===== src/rtl/meter_pkg.sv =====
// rtl/meter_pkg.sv - shared state type and default widths for the peak meter
package meter_pkg;

    typedef enum logic {
        IDLE  = 1'b0,
        SWEEP = 1'b1
    } meter_state_e;

    localparam int DEF_SAMPLE_WIDTH = 24;
    localparam int DEF_WORD_WIDTH   = 36;
    localparam int DEF_ADDR_WIDTH   = 10;
    localparam int DEF_N_CHANNELS   = 32;

endpackage


===== src/rtl/meter_abs.sv =====
// rtl/meter_abs.sv - stage 0: registered saturating absolute value of the incoming sample
//
// Ports:
//   clk, reset_n   clock, synchronous active-low reset
//   in_valid_i     sample strobe
//   in_channel_i   channel of the sample
//   in_sample_i    signed sample
//   s0_valid_o     registered strobe
//   s0_channel_o   registered channel
//   s0_abs_o       registered |sample|, SAMPLE_WIDTH-1 bits, saturated
module meter_abs
    import meter_pkg::*;
#(
    parameter int SAMPLE_WIDTH = DEF_SAMPLE_WIDTH,
    parameter int CH_W         = 5
) (
    input  logic                    clk,
    input  logic                    reset_n,
    input  logic                    in_valid_i,
    input  logic [CH_W-1:0]         in_channel_i,
    input  logic [SAMPLE_WIDTH-1:0] in_sample_i,
    output logic                    s0_valid_o,
    output logic [CH_W-1:0]         s0_channel_o,
    output logic [SAMPLE_WIDTH-2:0] s0_abs_o
);

    logic                    valid_q;
    logic [CH_W-1:0]         channel_q;
    logic [SAMPLE_WIDTH-2:0] abs_q, abs_d;
    logic [SAMPLE_WIDTH-1:0] neg;

    // The most-negative code has no positive twin; clamp it to full scale.
    always_comb begin
        neg   = -in_sample_i;
        abs_d = in_sample_i[SAMPLE_WIDTH-2:0];
        if (in_sample_i == {1'b1, {(SAMPLE_WIDTH-1){1'b0}}}) begin
            abs_d = {(SAMPLE_WIDTH-1){1'b1}};
        end else if (in_sample_i[SAMPLE_WIDTH-1]) begin
            abs_d = neg[SAMPLE_WIDTH-2:0];
        end
    end

    always_ff @(posedge clk) begin
        if (!reset_n) begin
            valid_q   <= 1'b0;
            channel_q <= '0;
            abs_q     <= '0;
        end else begin
            valid_q   <= in_valid_i;
            channel_q <= in_channel_i;
            abs_q     <= abs_d;
        end
    end

    assign s0_valid_o   = valid_q;
    assign s0_channel_o = channel_q;
    assign s0_abs_o     = abs_q;

endmodule


===== src/rtl/meter_peak.sv =====
// rtl/meter_peak.sv - per-channel peak meter with frame sweep into meter RAM
//
// Build option: METER_DECAY_EN defined -> sweep writes peak >> DECAY_SHIFT
// (ballistic decay); undefined -> sweep writes 0 (peak-per-frame).
//
// Ports:
//   clk, reset_n     clock, synchronous active-low reset
//   in_valid         sample strobe, no backpressure
//   in_channel       channel of sample
//   in_sample        signed sample
//   frame_tick       pulse starting a meter frame sweep
//   mtr_wr_addr      meter RAM write address
//   mtr_wr_data      meter RAM write data (peak, zero-extended)
//   mtr_wr_enable    meter RAM write strobe
//   sweep_busy       high while sweeping
//   tick_overrun     sticky: frame_tick seen while sweeping
module meter_peak
    import meter_pkg::*;
#(
    parameter int SAMPLE_WIDTH = DEF_SAMPLE_WIDTH,
    parameter int WORD_WIDTH   = DEF_WORD_WIDTH,
    parameter int ADDR_WIDTH   = DEF_ADDR_WIDTH,
    parameter int N_CHANNELS   = DEF_N_CHANNELS,
    parameter int METER_BASE   = 0,
    parameter int DECAY_SHIFT  = 1
) (
    input  logic                          clk,
    input  logic                          reset_n,
    input  logic                          in_valid,
    input  logic [$clog2(N_CHANNELS)-1:0] in_channel,
    input  logic [SAMPLE_WIDTH-1:0]       in_sample,
    input  logic                          frame_tick,
    output logic [ADDR_WIDTH-1:0]         mtr_wr_addr,
    output logic [WORD_WIDTH-1:0]         mtr_wr_data,
    output logic                          mtr_wr_enable,
    output logic                          sweep_busy,
    output logic                          tick_overrun
);

    localparam int CH_W   = $clog2(N_CHANNELS);
    localparam int PEAK_W = SAMPLE_WIDTH - 1;
`ifdef METER_DECAY_EN
    localparam bit DECAY_EN = 1'b1;
`else
    localparam bit DECAY_EN = 1'b0;
`endif
    // Shifting by the full peak width yields zero: the no-decay sweep.
    localparam int SWEEP_SHIFT = DECAY_EN ? DECAY_SHIFT : PEAK_W;

    logic              s0_valid;
    logic [CH_W-1:0]   s0_channel;
    logic [PEAK_W-1:0] s0_abs;

    meter_abs #(
        .SAMPLE_WIDTH (SAMPLE_WIDTH),
        .CH_W         (CH_W)
    ) u_abs (
        .clk          (clk),
        .reset_n      (reset_n),
        .in_valid_i   (in_valid),
        .in_channel_i (in_channel),
        .in_sample_i  (in_sample),
        .s0_valid_o   (s0_valid),
        .s0_channel_o (s0_channel),
        .s0_abs_o     (s0_abs)
    );

    logic [PEAK_W-1:0]     peak_q [N_CHANNELS];
    meter_state_e          state_q, state_d;
    logic [CH_W-1:0]       idx_q, idx_d;
    logic                  overrun_q, overrun_d;
    logic                  wr_en_q, wr_en_d;
    logic [ADDR_WIDTH-1:0] wr_addr_q, wr_addr_d;
    logic [WORD_WIDTH-1:0] wr_data_q, wr_data_d;

    logic                  sweep_do;
    logic                  upd_en;
    logic [CH_W-1:0]       upd_idx;
    logic [PEAK_W-1:0]     upd_val;
    logic [PEAK_W-1:0]     sample_peak;
    logic [PEAK_W-1:0]     sweep_val;

    // State register
    always_ff @(posedge clk) begin
        if (!reset_n) begin
            state_q   <= IDLE;
            idx_q     <= '0;
            overrun_q <= 1'b0;
        end else begin
            state_q   <= state_d;
            idx_q     <= idx_d;
            overrun_q <= overrun_d;
        end
    end

    // Next state
    always_comb begin
        state_d   = state_q;
        idx_d     = idx_q;
        overrun_d = overrun_q;
        case (state_q)
            IDLE: begin
                if (frame_tick) begin
                    state_d = SWEEP;
                    idx_d   = '0;
                end
            end
            SWEEP: begin
                if (frame_tick) overrun_d = 1'b1;
                if (sweep_do) begin
                    if (idx_q == CH_W'(N_CHANNELS - 1)) begin
                        state_d = IDLE;
                        idx_d   = '0;
                    end else begin
                        idx_d = idx_q + 1'b1;
                    end
                end
            end
            default: state_d = IDLE;
        endcase
    end

    // Outputs: a pending stage-0 sample always wins the single write port,
    // so the sweep only advances on cycles without one.
    always_comb begin
        sweep_do    = (state_q == SWEEP) && !s0_valid;
        sample_peak = (s0_abs > peak_q[s0_channel]) ? s0_abs : peak_q[s0_channel];
        sweep_val   = peak_q[idx_q] >> SWEEP_SHIFT;
        upd_en      = 1'b0;
        upd_idx     = s0_channel;
        upd_val     = sample_peak;
        wr_en_d     = 1'b0;
        wr_addr_d   = wr_addr_q;
        wr_data_d   = wr_data_q;
        if (s0_valid) begin
            upd_en    = 1'b1;
            wr_en_d   = 1'b1;
            wr_addr_d = ADDR_WIDTH'(METER_BASE) + ADDR_WIDTH'(s0_channel);
            wr_data_d = WORD_WIDTH'(sample_peak);
        end else if (sweep_do) begin
            upd_en    = 1'b1;
            upd_idx   = idx_q;
            upd_val   = sweep_val;
            wr_en_d   = 1'b1;
            wr_addr_d = ADDR_WIDTH'(METER_BASE) + ADDR_WIDTH'(idx_q);
            wr_data_d = WORD_WIDTH'(sweep_val);
        end
    end

    always_ff @(posedge clk) begin
        if (!reset_n) begin
            for (int i = 0; i < N_CHANNELS; i++) peak_q[i] <= '0;
            wr_en_q   <= 1'b0;
            wr_addr_q <= '0;
            wr_data_q <= '0;
        end else begin
            if (upd_en) peak_q[upd_idx] <= upd_val;
            wr_en_q   <= wr_en_d;
            wr_addr_q <= wr_addr_d;
            wr_data_q <= wr_data_d;
        end
    end

    assign mtr_wr_enable = wr_en_q;
    assign mtr_wr_addr   = wr_addr_q;
    assign mtr_wr_data   = wr_data_q;
    assign sweep_busy    = (state_q == SWEEP);
    assign tick_overrun  = overrun_q;

endmodule


===== config.mk =====
export PLATFORM = sky130hd
export DESIGN_NAME = meter_peak
export DESIGN_NICKNAME = d
export VERILOG_FILES = /design/src/rtl/meter_pkg.sv /design/src/rtl/meter_abs.sv /design/src/rtl/meter_peak.sv
export SDC_FILE = /design/constraint.sdc
export NUM_CORES = 1
export LEC_CHECK = 0
export ABC_AREA = 1
export BUFFER_PORTS_ARGS = -buffer_cell sky130_fd_sc_hd__buf_2
export CAP_MARGIN = 20
export CORE_ASPECT_RATIO = 1.1
export CORE_UTILIZATION = 30
export DETAILED_ROUTE_END_ITERATION = 7
export GPL_ROUTABILITY_DRIVEN = 0
export HOLD_SLACK_MARGIN = 0.15
export PLACE_DENSITY = 0.44
export REMOVE_ABC_BUFFERS = 1
export SLEW_MARGIN = 20
export SYNTH_ARGS = -nofsm -noshare
export SYNTH_HDL_FRONTEND = slang
export SYNTH_HIERARCHICAL = 1
export SYNTH_SLANG_ARGS = --single-unit

===== constraint.sdc =====
create_clock -name clk -period 7.7 [get_ports clk]
set_clock_uncertainty 0.15 [all_clocks]
set_input_delay 0.77 -clock clk [delete_from_list [all_inputs] [get_ports clk]]
set_output_delay 0.77 -clock clk [all_outputs]
set_load 0.02 [all_outputs]

==> metrics.md, run 1 <==
| Metric | Value |
|---|---|
| Outcome | finished, final reports clean |
| Reg clk slew, reported paths | 0.06 ns |
| Vias in the first global route | 27000 |
| GRT Overall Usage | 21.3% |
| Post-Synthesis Cells | 4006 |
| Fillers | 12700 |
| Synth Area in Compound Gates | 1.10% |
| IO buf count | 63 |
| Antenna violations before repair | 2 |
| Mapped Avg Cell Area | 9.31 µm² |
| CTS root buf | clkbuf_16 |
| Sequential cell area | 23400 µm² |
| Arr. time, crit path | 6.16 ns |
| Share of cells above drive strength 1 | 9.23% |
| Xor and xnor area share after synthesis | 0.188% |
| Die X | 338 µm |
| Warnings, synthesis | 6 |
| Worst endpoint required time | 8.08 ns |
| Postcts setup bufs | 0 |
| Synth Area in Simple Gates | around 30% |
| CTS tree | yes |
| Cell variety after synth | 35 |
| # diodes | 0 |
| Mapped Area | 37300 µm² |
| Largest family of logic cells by synthesized area | simple AND/OR/NAND/NOR gates |
| Die footprint | 126000 µm² |
| Max-slew violations | 0 |
| GRT overflow | 0 |
| Sw Pwr | a little over 3 mW |
| Switching share of power | 28.6% |
| Leakage | 16.2 nW |
| Synth Area in Adders | less than 1% |
| Mux cell area share after synthesis | 0% |
| Power, Total | 10.9 mW |
| Slew of the pin with the lowest slew margin | 1.11 ns |
| Net count of the finished layout | 4012 |
| DP Worst Slack | between 2 and 2.5 ns |
| Resize count post-CTS | 0 |
| Drt wl/cell | 23.9 µm |
| Rows | approximately 140 |
| DRC Markers | 0 |
| Initial Util | 30.3% |
| Min Tclk post-route | 5.78 ns |
| Antenna-violating nets left | 0 |
| Area of the multi-input gates | between 10000 and 15000 µm² |
| Clk_lat worst skew | 0.69 ns |
| Number of H-tree levels | 3 |
| Worst setup EP type | flop |
| Clk network pwr share | between 40 and 50% |
| CTS Buffer Depth | 3 |
| Dpl cells | 5495 |
| RSZ-0062 raised after global routing | false |
| 1st-pass router iterations | 6 |
| Cell Int Power | 7.75 mW |
| Drt via density | approximately 5.0 |
| Final setup viols | 0 |
| Iteration-0 DRC Markers | 2788 |
| Share of power burned in registers | roughly 46% |
| Critical path startpoint category | flop |
| Max Clk Rate | 0.173 GHz |
| Period utilisation layout | 75.1% |
| Hold Path Class | primary input to flop |
| Final WL | 136000 µm |
| Global-route wire length before repair | 195000 µm |
| Clock sink count | 801 |
| Final worst slack | 1.92 ns |
| Peak VDD IR | about 0.00018 V |
| Worst slew margin | a little over a quarter |
| Flop2flop setup slack | 1.92 ns |
| I/O pin cnt | 82 |
| Number of synthesized register bits | 801 |
| DP HPWL | 78500 µm |
| Fin cells | 5675 |
| Die height | 372 µm |
| PwrDens | 257 nW/µm² |
| CTS Buf Count | 94 |
| WS Path Type | flop to flop |
| Hold buffer count at CTS | 6 |
| Core Util, Final | roughly 34% |
| Sequential area share after synthesis | between 60% and 70% |
| Pin count of the biggest net entering global routing | 162 |
| Area growth from synthesis to layout | 13.1% |
| Core area | approximately 120000 µm² |
| Crit-path max FO | 63 |
| Combinational power share | 13.4% |
| Via count | around 29000 |
| Fin. Hold Viols | 0 |
| Maximum capacitance violations | 0 |
| Setup TNS | 0 ns |
==> power groups by stage <==
stage	logic, mW	clock network (mW)	registers (mW)
after detailed placement	1.46	0	5.08
after global placement	1.45	0	5.08
after CTS	1.46	4.48	4.99
after global routing	1.56	4.63	5.00
after floorplan	0.712	0	5.10
final	1.45	4.41	4.99
==> worst paths after layout <==
kind	start	endpoint	cells past startpoint
setup / recovery	u_abs/s0_channel_o[1]	peak_q[31][11]	20
hold / removal	frame_tick	tick_overrun	3
setup reg to reg	u_abs/s0_channel_o[1]	peak_q[31][11]	20
hold reg to reg	mtr_wr_data[6]	mtr_wr_data[6]	2
==> kinds of logic after synthesis <==
group / Yosys count
xor gates and xnor gates: 8
adders and majority gates: 26
and+or+nand+nor: 2686
DFF: 801
buffers and inverters: 408
AOI/OAI and AO/OA: 76
other: 1
==> stage by stage <==
stage          hold slack, ns  cell area [µm²]
3_3_place_gp            0.294            39100
2_1_floorplan           0.294            35700
4_1_cts                 0.192            42200
6_report                0.225            42200
5_1_grt                 0.230            42200
3_5_place_dp            0.305            39100
==> placed cells by master, fill, tap and decap left out, types with 3 or more instances in the layout <==
cell type,n
ha_1,26
dfxtp_4,3
edfxtp_1,736
dlygate4sd3_1,6
o21ai_0,20
inv_2,3
nand2_2,10
nor2_4,6
conb_1,18
nand3_1,650
buf_12,7
buf_4,95
a21oi_1,48
nand3_2,23
clkbuf_8,7
inv_6,5
dfxtp_1,60
buf_2,63
clkinv_2,22
nand3b_1,26
clkbuf_1,22
xor2_1,6
nand2_1,1164
clkbuf_16,96
nor2_1,791
nor2_2,10
clkinv_1,15
bufinv_16,6
inv_1,62
==> metal layers <==
metal	global-route usage, %	part of all wire [%]	wire length [µm]	vias to the layer above
li1	-	-	-	13200
met1	29.0	44	60000	14200
met2	35.0	47	63900	958
met4	6.97	3.2	4380	0
met5	0	0	0	-
met3	2.66	5.6	7580	196
==> area by class of cell <==
cell class                 count  share of cell area, %
multi-input combinational   2814                   28.8
sequential                   801                   55.5
tap                         1644                   4.88
clock inverter                49                  0.971
inverter                      70                  0.677
clock buffer                 125                   6.12
timing repair buffer         172                   2.98
==> critical path: stages, from the launching register on <==
cell and delay [ns]:
dfxtp_4 0.69, inv_6 0.39, buf_12 0.32, nand3_1 0.17, nand3_1 0.15, nand2_1 0.14, nand2_1 0.16, nand3_1 0.28
nand2_1 0.12, ha_1 0.31, nand2_1 0.06, nor2_1 0.18, nand3_1 0.12, nor2_1 0.12, nand2_1 0.07, nand3_1 0.09
nand2_1 0.30, nand2_1 0.25, nand3_2 0.76, buf_4 0.53, nor2_1 0.11
==> synthesized netlist by cell type, drive strengths merged <==
library cell	count	area share (%)
xnor2	2	0.047
edfxtp	736	59
nor2	808	8.3
and2	2	0.037
nand3	673	9.0
inv	70	0.72
conb	1	0.010
nand2	1174	12
o21ai	22	0.31
a21o	2	0.040
nor3	1	0.013
nand3b	26	0.52
xor2	6	0.14
dfxtp	65	3.5
ha	26	0.87
a221oi	1	0.023
a21oi	51	0.74
buf	262	3.7
clkbuf	76	0.77
nand4	2	0.074
==> registers in the layout, indices dropped and copies added (netlist names) <==
name,flops
peak_q,736
mtr_wr_enable,1
u_abs/s0_valid_o,1
u_abs/s0_channel_o,5
u_abs/s0_abs_o,23
mtr_wr_addr,5
idx_q,5
sweep_busy,1
tick_overrun,1
mtr_wr_data,23
No activity file was read; power rests on OpenSTA's default activity.
==> inputs of run 2 (changes only) <==
==> constraint.sdc (replaced) <==
create_clock -name clk -period 5.9 [get_ports clk]
set_clock_uncertainty 0.15 [all_clocks]
set_input_delay 0.59 -clock clk [delete_from_list [all_inputs] [get_ports clk]]
set_output_delay 0.59 -clock clk [all_outputs]
set_load 0.02 [all_outputs]
==> metrics.md, run 2 (same netlist as run 1, synthesis figures left out) <==
| Metric | Value |
|---|---|
| CTS Buffer Depth | 3 (unchanged) |
| Sequential cell area | 23400 µm² (about the same) |
| Vias in the first global route | 26700 (was 27000) |
| CTS tree | yes (unchanged) |
| Critical path startpoint category | flop (unchanged) |
| Commonest non-fill, non-tap cell in the layout | nand2_1 (unchanged) |
| Most frequent cells in the layout | nand2_1 (1171), nor2_1 (791), edfxtp_1 (736) (was nand2_1 (1164), nor2_1 (791), edfxtp_1 (736)) |
| Peak VDD IR | 0.000209 V (was 0.000176 V) |
| Switching share of power | 28.8% (was 28.6%) |
| Largest register FFs | 736 (unchanged) |
| Combinational power share | 14.7% (was 13.4%) |
| Die height | 372 µm (unchanged) |
| Most frequent CP cell | nand2_1 (unchanged) |
| CTS root buf | clkbuf_16 (unchanged) |
| Leakage | 16.5 nW (was 16.2 nW) |
| IO buf count | 63 (unchanged) |
| Min Tclk post-route | 4.98 ns (was 5.78 ns) |
| Crit path buffers/inverters | 4 (was 3) |
| # diodes | 0 (unchanged) |
| DP Worst Slack | 1.04 ns (was 2.02 ns) |
| Fillers | 12500 (was 12700) |
| Reg clk slew, reported paths | 0.07 ns (was 0.06 ns) |
| R2R Path Start | u_abs/s0_channel_o[0] (was u_abs/s0_channel_o[1]) |
| Crit path largest cell delay | 0.48 ns (was 0.76 ns) |
| Maximum capacitance violations | 0 (unchanged) |
| Critical path's slowest cell | nand3_2 (unchanged) |
| Hold endpoint | u_abs/s0_abs_o[5] (was tick_overrun) |
| Core area | 123000 µm² (unchanged) |
| Die X | 338 µm (unchanged) |
| Drt via density | 4.94 (was 5.02) |
| GRT overflow | 0 (unchanged) |
| Crit-path max FO | 80 (was 63) |
| Max-slew violations | 0 (unchanged) |
| Die footprint | 126000 µm² (unchanged) |
| Antenna-violating nets left | 0 (unchanged) |
| Net count of the finished layout | 4061 (was 4012) |
| GRT Overall Usage | 20.7% (was 21.3%) |
| Final WL | 132000 µm (was 136000 µm) |
| Number of H-tree levels | 3 (unchanged) |
| Worst Hold Depth | 3 (unchanged) |
| CTS Buf Count | 94 (unchanged) |
| Cell Int Power | 10.1 mW (was 7.75 mW) |
| Iteration-0 DRC Markers | 2787 (was 2788) |
| Flop2flop setup slack | 0.92 ns (was 1.92 ns) |
| R2R cell count | 22 (was 20) |
| Crit path cell chain | clkinv_8, buf_12, nand2_1, nand3_1, nand3_1, nand2_1, nand2_1, nand3_1, nand2_1, ha_1, nand2_1, nor2_1, nand2_1, nor2_1, nand2_1, nand3_1, nand2_1, buf_4, nand2_1, nand3_2, buf_12, nor2_1 (was inv_6, buf_12, nand3_1, nand3_1, nand2_1, nand2_1, nand3_1, nand2_1, ha_1, nand2_1, nor2_1, nand3_1, nor2_1, nand2_1, nand3_1, nand2_1, nand2_1, nand3_2, buf_4, nor2_1) |
| Area growth from synthesis to layout | 14.7% (was 13.1%) |
| Period utilisation layout | 84.4% (was 75.1%) |
| Max Clk Rate | 0.201 GHz (was 0.173 GHz) |
| Arr. time, crit path | 5.35 ns (was 6.16 ns) |
| Sw Pwr | 4.09 mW (was 3.10 mW) |
| Final worst slack | 0.922 ns (was 1.92 ns) |
| I/O pin cnt | 82 (unchanged) |
| Drt wl/cell | 23.1 µm (was 23.9 µm) |
| R2R Path End | peak_q[0][22] (was peak_q[31][11]) |
| WS Path Type | flop to flop (unchanged) |
| PwrDens | 333 nW/µm² (was 257 nW/µm²) |
| Antenna violations before repair | 6 (was 2) |
| CP top delay family | simple AND/OR/NAND/NOR gates (unchanged) |
| Worst slew margin | 29.2% (was 26.0%) |
| Hold Path Class | primary input to flop (unchanged) |
| Clock sink count | 801 (unchanged) |
| Share of power burned in registers | 45.6% (was 46.0%) |
| Share of cells above drive strength 1 | 9.68% (was 9.23%) |
| DP HPWL | 79500 µm (was 78500 µm) |
| Via count | 28300 (was 28500) |
| Outcome | finished, final reports clean (unchanged) |
| Fin. Hold Viols | 0 (unchanged) |
| Final setup viols | 0 (unchanged) |
| Rows | 135 (unchanged) |
| Pin count of the biggest net entering global routing | 101 (was 162) |
| Worst setup EP type | flop (unchanged) |
| Hold path start | in_sample[5] (was frame_tick) |
| Clk_lat worst skew | 0.69 ns (about the same) |
| DRC Markers | 0 (unchanged) |
| Most flops, register | peak_q (unchanged) |
| Initial Util | 30.3% (unchanged) |
| Setup TNS | 0 ns (unchanged) |
| Worst endpoint required time | 6.27 ns (was 8.08 ns) |
| Area of the multi-input gates | 12100 µm² (was 12200 µm²) |
| Slew of the pin with the lowest slew margin | 1.06 ns (was 1.11 ns) |
| Global-route wire length before repair | 191000 µm (was 195000 µm) |
| 1st-pass router iterations | 5 (was 6) |
| RSZ-0062 raised after global routing | false (unchanged) |
| Clk network pwr share | 39.7% (was 40.6%) |
## run 2: worst max path at each step
stage                     startpoint       endpoint  slack [ns]  depth (start not counted)
2_1_floorplan  u_abs/s0_channel_o[0]   peak_q[0][0]       -8.49                         18
4_1_cts        u_abs/s0_channel_o[0]  peak_q[27][5]         1.0                         22
3_3_place_gp   u_abs/s0_channel_o[0]  peak_q[0][22]        1.07                         22
5_1_grt        u_abs/s0_channel_o[0]  peak_q[29][5]        0.58                         22
3_5_place_dp   u_abs/s0_channel_o[0]  peak_q[27][5]        1.04                         22
6_report       u_abs/s0_channel_o[0]  peak_q[0][22]        0.92                         22
## run 2: area by class of cell
cell class	instances	area share, %
clock buffer	126	6.22
clock inverter	47	0.687
inverter	70	0.667
multi-input combinational	2814	28.4
sequential	801	54.7
tap	1644	4.81
timing repair buffer	221	4.50
## run 2: worst reg2reg max path: stages (launching register included)
cell,delay (ns)
dfxtp_4,0.41
clkinv_8,0.32
buf_12,0.45
nand2_1,0.15
nand3_1,0.10
nand3_1,0.08
nand2_1,0.13
nand2_1,0.12
nand3_1,0.15
nand2_1,0.13
ha_1,0.32
nand2_1,0.07
nor2_1,0.20
nand2_1,0.08
nor2_1,0.11
nand2_1,0.06
nand3_1,0.09
nand2_1,0.27
buf_4,0.30
nand2_1,0.11
nand3_2,0.48
buf_12,0.39
nor2_1,0.12
## run 2: layer usage
layer  up-vias  GRT usage (%)  part of all wire [%]
met5         -              0                0.0098
met4         2           6.71                   3.2
met3       169           2.90                   6.0
met2       858           33.7                    47
met1     14000           28.5                    44
li1      13300              -                     -
## run 2: timing repair
item,in CTS,in global routing
buffers inserted,0,0
gates resized for setup,0,0
endpoints found under the setup margin,0,0
hold buffers,24,0
hold endpoints to repair,25,0
## run 2: power by group through the flow
stage	Combinational [mW]	Clock [mW]	Sequential, mW
final	2.08	5.65	6.49
after global routing	2.23	5.97	6.51
after CTS	2.10	5.75	6.49
after detailed placement	2.08	0	6.61
after global placement	2.09	0	6.61
after floorplan	0.930	0	6.65
## run 2: metrics by stage
step | total power, mW | utilization [%] | std cells | area (µm²) | hold slack, ns
CTS | 14.3 | 34.7 | 5723 | 42800 | 0.159
detailed placement | 8.70 | 32.1 | 5526 | 39600 | 0.301
floorplan | 7.58 | - | 3685 | 35700 | 0.294
global route | 14.7 | 34.7 | 5723 | 42800 | 0.165
global placement | 8.70 | 32.1 | 5526 | 39600 | 0.294
finish | 14.2 | 34.7 | 5723 | 42800 | 0.168
